$ cat config.mk
export PLATFORM = sky130hd
export DESIGN_NAME = cpu_bus_master
export DESIGN_NICKNAME = d
export VERILOG_FILES = /design/src/rtl/cpu_bus_master.sv
export SDC_FILE = /design/constraint.sdc
export NUM_CORES = 1
export LEC_CHECK = 0
export BUFFER_PORTS_ARGS = -buffer_cell sky130_fd_sc_hd__buf_4
export CAP_MARGIN = 20
export CORE_ASPECT_RATIO = 1.2
export CORE_UTILIZATION = 54
export DETAILED_ROUTE_END_ITERATION = 8
export GPL_TIMING_DRIVEN = 0
export PLACE_DENSITY = 0.84
export SYNTH_ARGS = -nofsm -noshare
export SYNTH_HDL_FRONTEND = slang
export SYNTH_SLANG_ARGS = --single-unit
$ cat constraint.sdc
create_clock -name clk -period 5.5 [get_ports clk]
set_input_delay 1.375 -clock clk [delete_from_list [all_inputs] [get_ports clk]]
set_output_delay 1.375 -clock clk [all_outputs]
set_load 0.03 [all_outputs]
$ cat src/rtl/cpu_bus_master.sv
`default_nettype none
// ============================================================================
// Module      : cpu_bus_master
// Description : Console-side Famicom CPU bus cycle generator. Turns a
//               valid/ready request stream into M2-timed bus cycles toward
//               the cartridge and returns read data. M2 runs continuously;
//               cycles without a request are dummy reads of IDLE_ADDR.
// Revision    : 1.0 - initial release
// ============================================================================
module cpu_bus_master #(
    parameter int          M2_LOW_TICKS  = 3,
    parameter int          M2_HIGH_TICKS = 3,
    parameter logic [15:0] IDLE_ADDR     = 16'h0000
) (
    input  logic        clk,
    input  logic        rst_n,
    input  logic        req_valid,
    output logic        req_ready,
    input  logic        req_rw,
    input  logic [15:0] req_addr,
    input  logic [7:0]  req_wdata,
    output logic        rsp_valid,
    output logic [7:0]  rsp_rdata,
    output logic        m2,
    output logic        romsel,
    output logic        cpu_rw,
    output logic [14:0] cpu_addr,
    output logic [7:0]  cpu_data_out,
    output logic        cpu_data_oe,
    input  logic [7:0]  cpu_data_in
);

    // Phase encoding; ST_RST is only occupied between reset release and the
    // first clock edge, which launches the first (idle) cycle.
    localparam logic [1:0] ST_RST  = 2'd0;
    localparam logic [1:0] ST_LOW  = 2'd1;
    localparam logic [1:0] ST_HIGH = 2'd2;

    // Counter reload values: the counter counts down to zero on each phase.
    localparam logic [3:0] LOW_LAST  = 4'(M2_LOW_TICKS - 1);
    localparam logic [3:0] HIGH_LAST = 4'(M2_HIGH_TICKS - 1);

    logic [1:0] state;
    logic [3:0] cnt;
    logic [1:0] next_state;
    logic [3:0] next_cnt;
    logic       start_cycle;
    logic       rise;
    logic       handshake;

    // Attributes of the bus cycle currently in flight.
    logic       cyc_a15;
    logic       cyc_rw;
    logic       cyc_idle;
    logic [7:0] cyc_wdata;

    // Next-phase and counter computation; the counter reloads on every phase change.
    always_comb begin
        next_state = ST_LOW;
        next_cnt   = LOW_LAST;
        case (state)
            ST_RST: begin
                next_state = ST_LOW;
                next_cnt   = LOW_LAST;
            end
            ST_LOW: begin
                if (cnt == 4'd0) begin
                    next_state = ST_HIGH;
                    next_cnt   = HIGH_LAST;
                end else begin
                    next_state = ST_LOW;
                    next_cnt   = cnt - 4'd1;
                end
            end
            ST_HIGH: begin
                if (cnt == 4'd0) begin
                    next_state = ST_LOW;
                    next_cnt   = LOW_LAST;
                end else begin
                    next_state = ST_HIGH;
                    next_cnt   = cnt - 4'd1;
                end
            end
            default: begin
                next_state = ST_LOW;
                next_cnt   = LOW_LAST;
            end
        endcase
    end

    // A new cycle begins at the end of the last HIGH tick (or leaving reset);
    // M2 rises at the end of the last LOW tick.
    assign start_cycle = (state == ST_RST) || ((state == ST_HIGH) && (cnt == 4'd0));
    assign rise        = (state == ST_LOW) && (cnt == 4'd0);
    assign handshake   = req_valid && req_ready;

    // Phase sequencing, cycle loading and registered bus outputs.
    always_ff @(posedge clk or negedge rst_n) begin
        if (!rst_n) begin
            state        <= ST_RST;
            cnt          <= 4'd0;
            cyc_a15      <= IDLE_ADDR[15];
            cyc_rw       <= 1'b1;
            cyc_idle     <= 1'b1;
            cyc_wdata    <= 8'h00;
            req_ready    <= 1'b0;
            rsp_valid    <= 1'b0;
            rsp_rdata    <= 8'h00;
            m2           <= 1'b0;
            romsel       <= 1'b1;
            cpu_rw       <= 1'b1;
            cpu_addr     <= IDLE_ADDR[14:0];
            cpu_data_out <= 8'h00;
            cpu_data_oe  <= 1'b0;
        end else begin
            state     <= next_state;
            cnt       <= next_cnt;
            // Ready is presented during the last HIGH tick so the handshake
            // coincides with the edge that starts the next cycle.
            req_ready <= (next_state == ST_HIGH) && (next_cnt == 4'd0);
            rsp_valid <= 1'b0;

            if (start_cycle) begin
                // Read data is captured on the falling M2 edge of real reads.
                if ((state == ST_HIGH) && cyc_rw && !cyc_idle) begin
                    rsp_valid <= 1'b1;
                    rsp_rdata <= cpu_data_in;
                end
                m2          <= 1'b0;
                romsel      <= 1'b1;
                cpu_data_oe <= 1'b0;
                if (handshake) begin
                    cyc_a15   <= req_addr[15];
                    cyc_rw    <= req_rw;
                    cyc_idle  <= 1'b0;
                    cyc_wdata <= req_wdata;
                    cpu_addr  <= req_addr[14:0];
                    cpu_rw    <= req_rw;
                end else begin
                    cyc_a15   <= IDLE_ADDR[15];
                    cyc_rw    <= 1'b1;
                    cyc_idle  <= 1'b1;
                    cpu_addr  <= IDLE_ADDR[14:0];
                    cpu_rw    <= 1'b1;
                end
            end else if (rise) begin
                // /ROMSEL only ever changes together with M2, so it cannot
                // fall while M2 is low.
                m2          <= 1'b1;
                romsel      <= ~cyc_a15;
                cpu_data_oe <= ~cyc_rw;
                if (!cyc_rw) begin
                    cpu_data_out <= cyc_wdata;
                end
            end
        end
    end

endmodule
`default_nettype wire

# --- Word-level counts from Yosys, hierarchy flattened ---
# Index checks and enable logic that the tools add are counted.
word_totals:
  reg_bits: 53
  elab_cells: 54
classes:
  n_addsub: 1
  eq_ne: 3
  n_mux: 17
  n_bitwise: 3
  reduce_logical: 16
ops:
  columns: ["op", "n"]
  rows:
  - ["two-way mux 15 bit", 1]
  - ["two-way mux 1 bit", 11]
  - ["logical NOT 4 bit", 2]
  - ["two-way mux 4 bit", 2]
  - ["logical AND 1 bit", 6]
  - ["equality test 2 bit (second input constant)", 2]
  - ["two-way mux 2 bit", 2]
  - ["one-hot mux 2 bit (2 select lines)", 1]
  - ["AND reduction 2 bit", 2]
  - ["subtractor 4 x 1 -> 4 bit (second input constant)", 1]
  - ["inverter 1 bit", 3]
  - ["AND reduction 3 bit", 1]
  - ["equality test 2 x 1 -> 1 bit (second input constant)", 1]
  - ["logical NOT 2 bit", 1]
  - ["nonzero test 2 bit", 1]
  - ["OR reduction 2 bit", 1]
  - ["logical NOT 1 bit", 1]
  - ["logical OR 1 bit", 1]

# --- Longest topological paths before layout ---
depth:
  depth_word: 5
  mapped_depth: 8
  ltp_nobuf: 5

# --- Worst setup path after synthesis ---
# No wires, ideal clock.
synth_path:
  path_kind: "input -> register"
  from: "in req_valid"
  to: "reg cpu_addr[10]"
  setup_time_ns: 0.125
  arrival_time_ns: 1.921
  slack_ns: 3.454
  stages: 3
  path_cell_list: "clkbuf_1 -> and3_1 -> mux2_4"
synth_via:
  elab_chain_cells: 2
synth_lines:
  columns: ["element", "line_no", "source"]
  rows:
  - ["from (decl)", "17", "input logic req_valid,"]
  - ["logical AND 1 bit", "95", "assign handshake = req_valid && req_ready;"]
  - ["two-way mux 15 bit", "132", "if (handshake) begin"]
  - ["to (signal assigned)", "112", "cpu_addr <= IDLE_ADDR[14:0];"]
  - ["to (signal assigned)", "137", "cpu_addr <= req_addr[14:0];"]
  - ["to (signal assigned)", "143", "cpu_addr <= IDLE_ADDR[14:0];"]
  - ["to (decl)", "27", "output logic [14:0] cpu_addr,"]
# Every way passes these cells.
# A chain may end at the register's enable or synchronous reset.

==> results.txt <==
- The first detailed-routing pass took 4 iterations.
- Counting both buffers and inverters, the worst setup path holds a total of 1.
- From synthesis to final layout, the design area changed by 31.5%.
* Post-CTS Repair Setup Buffers: 0
* DRC violations left: 0
- The number of antenna diodes in the final layout is 0.
- Number of clock sinks: 53
- In this run, distinct cell masters in the synthesized netlist total 34.
* Post-Route Utilization: 0.756
- Leaving out fill and tap cells, the most frequent cell in the layout is sky130_fd_sc_hd__buf_4.
* EDFF count, synth: 0
- The die is 73.5 µm tall.
- The signal on the critical path passes through buf_4.
* Wire length of the first global-routing pass: 6510 µm
- Post-route ant nets: 0
* Worst supply voltage drop on vdd: 247 µV
* Commonest non-fill, non-tap cells in the layout: sky130_fd_sc_hd__buf_4, sky130_fd_sc_hd__dfrtp_1, sky130_fd_sc_hd__mux2_2
- The startpoint identified for the worst register-to-register timing path is cnt[0].
- In this run, post-CTS repair resized a total of 0 instances.
- Source-to-sink clock delay at the later pin of the worst-skew pair: 0.31 ns
- Via count of the first global-routing pass: 1491
* Asr flop ratio synth: 1.00
* Fraction of layout cells with a size suffix above 1: 0.547
- The die is 61.6 µm wide.
- Setup-failing EPs final: 0
* Kind of critical path: flip-flop to output pin
- Transition at the pin with the smallest max-transition slack: 0.647 ns
- The clock arrives with 0.0110 ns of skew.
- DPL Wire Length: 2980 µm
- Mean post-synth cell area: 14.1 µm²
- STA puts the critical path data required time at 4.12 ns.
- Summed over all instances, the cell type with the most area after synthesis is sky130_fd_sc_hd__dfrtp_1.
* Most instantiated flip-flop cell in the synthesis netlist: sky130_fd_sc_hd__dfrtp_1
- Run status: completed
- Dividing the detail-routed wire length by the instance count gives 14.2 µm.
* Crit-path leading delay family: flip-flops
- In this run the most critical hold path is launched from cyc_a15.
- CTS tree: built
- In this design, the stage delay of the slowest critical-path cell is 0.61 ns.
- Arrival time of data at the critical path endpoint: 1.10 ns
- Worst min path class: flip-flop to flip-flop
- Number of antenna violations at the first check in global routing: 0
- The routed design has 4220 µm of wire.
* Crit path max fanout: 5
- The total count of hold-check failures in the final report was 0.
- The share of synthesized area in the top cell type comes to 0.544.
* Post-DR vias/cell: 5.18
- The number of nets in the synthesized netlist is 203.
- After layout, the minimum clock period comes to 2.48 ns.
- Proportion of synthesized chip area in sequential cells: 0.578
- Setup repair after global routing left no endpoint under its margin.
- Among all stages on the critical path, the largest delay is contributed by sky130_fd_sc_hd__dfstp_2.
- By area the synthesized netlist is led by sky130_fd_sc_hd__dfrtp_1, sky130_fd_sc_hd__mux2_2, sky130_fd_sc_hd__mux2_4.
- Net count reported at finish: 282
- Total power consumption of the routed design: 0.852 mW
- After global routing the overflow that remains totals 0.
- Crit path launch type: flip-flop
- The clock passes through at most 2 buffers.
- Via count: 1538
- After clock tree synthesis, the clock-pin slew on the worst setup and hold paths is 0.10 ns.
- During I/O placement, the number of pins put on the boundary was 73.
- Entering global routing, the biggest net connects 54 pins.
- Total number of H-tree levels: 2
* All-Layer GR Usage: 0.199
- The first routing iteration left 56 violations.
- Final-report max-slew violation count: 0
- Syn Inst Count: 163
* Hold buffer count at CTS: 0
* Total of flip-flops plus latches after synthesis: 53
* Core box area: 0.00400 mm²
* Buffer cell driving the clock tree root: sky130_fd_sc_hd__clkbuf_8
* Routability congestion estimate: 0.785
* Worst slew margin: 0.569
- Die area: 0.00453 mm²
- Input and output buffers added on the ports amount to 72.
* Leak: 1.53 nW
- Number of rows in the core area: 25
- Dividing the final minimum period by the clock period gives 0.450.
- Total negative slack for setup checks: 0 ns
* Number of warnings reported in the yosys synthesis log: 0
* Crit path capture type: output pin
- Setup slack of the worst register-to-register path: 3.44 ns
- Across the run, the number of max-cap violations was 0.
* Number of buffers inserted during clock tree synthesis: 5
- Based on the critical path, the design can be clocked at up to 404 MHz.
* Pwr Density: 282 mW/mm²
* First element of the critical path: cyc_rw
- The mapped netlist covers 0.00230 mm².
- The initial utilization of the core area, before any placement, comes to 0.575.
## routing by layer
layer	vias to the layer above	global-route usage	wire, µm
met1	748	0.244	1790
li1	729	-	-
met2	51	0.321	2100
met4	0	0.0938	106
met3	10	0.0546	220
met5	-	0	0
## registers in the layout (all words and copies together) (netlist names)
| signal | flops |
|---|---|
| cnt | 4 |
| cpu_addr | 15 |
| cpu_data_oe | 1 |
| cpu_data_out | 8 |
| cyc_a15 | 1 |
| cyc_idle | 1 |
| cyc_rw | 1 |
| cyc_wdata | 8 |
| m2 | 1 |
| req_ready | 1 |
| romsel | 1 |
| rsp_rdata | 8 |
| rsp_valid | 1 |
| state | 2 |
## layout make-up
cell class                 instances  area, µm²
buffer                             8       57.6
clock buffer                       7       86.3
clock inverter                     1       30.0
fill                             289        978
inverter                           8       30.0
multi-input combinational         94        883
sequential                        53       1330
tap                               54       67.6
timing repair buffer              72        541
## final timing paths
kind | end | cells past startpoint
worst max-delay path | cpu_rw | 1
worst min-delay path | romsel | 1
worst max register to register | cpu_data_out[4] | 6
worst min register to register | romsel | 1
max in group asynchronous | cpu_addr[6] | 1
min in group asynchronous | cpu_data_oe | 1
## metrics by stage
step,hold slack (ns),std cells,setup WS (ns),instance area (µm²)
finish,0.473,297,3.02,3030
global route,0.494,297,3.00,3030
CTS,0.465,297,3.03,3030
detailed placement,0.447,289,3.21,2910
global placement,0.444,289,3.20,2910
floorplan,0.423,163,3.45,2300
## cell families (layout without fill, tap and decap cells)
family | Yosys count | in the layout | synth area share
AO/OA/AOI/OAI | 12 | 12 | 0.0424
AND/OR/NAND/NOR | 36 | 36 | 0.104
adder cells (fa/ha/maj) | 4 | 4 | 0.0218
flip-flops | 53 | 53 | 0.578
XOR/XNOR | 1 | 1 | 0.00381
multiplexers | 41 | 41 | 0.212
buffers and inverters | 16 | 96 | 0.0381
## report_power, final
group	total [mW]	internal, mW	switching (mW)
Combinational	0.145	0.0678	0.0774
Sequential	0.437	0.420	0.0162
Clock	0.270	0.148	0.122
## cell usage after synthesis (2+ instances only)
library cell               instances
sky130_fd_sc_hd__mux2_4            7
sky130_fd_sc_hd__nor2_1            2
sky130_fd_sc_hd__buf_6             3
sky130_fd_sc_hd__nor3_1            2
sky130_fd_sc_hd__dfrtp_1          50
sky130_fd_sc_hd__ha_1              4
sky130_fd_sc_hd__inv_1             8
sky130_fd_sc_hd__nor3b_1           2
sky130_fd_sc_hd__and3_1           16
sky130_fd_sc_hd__mux2_2           33
sky130_fd_sc_hd__dfstp_2           3
sky130_fd_sc_hd__clkbuf_1          3
sky130_fd_sc_hd__nand2_1           6
sky130_fd_sc_hd__a21oi_1           3
sky130_fd_sc_hd__a21boi_0          2
No activity file was read; power rests on OpenSTA's default activity.
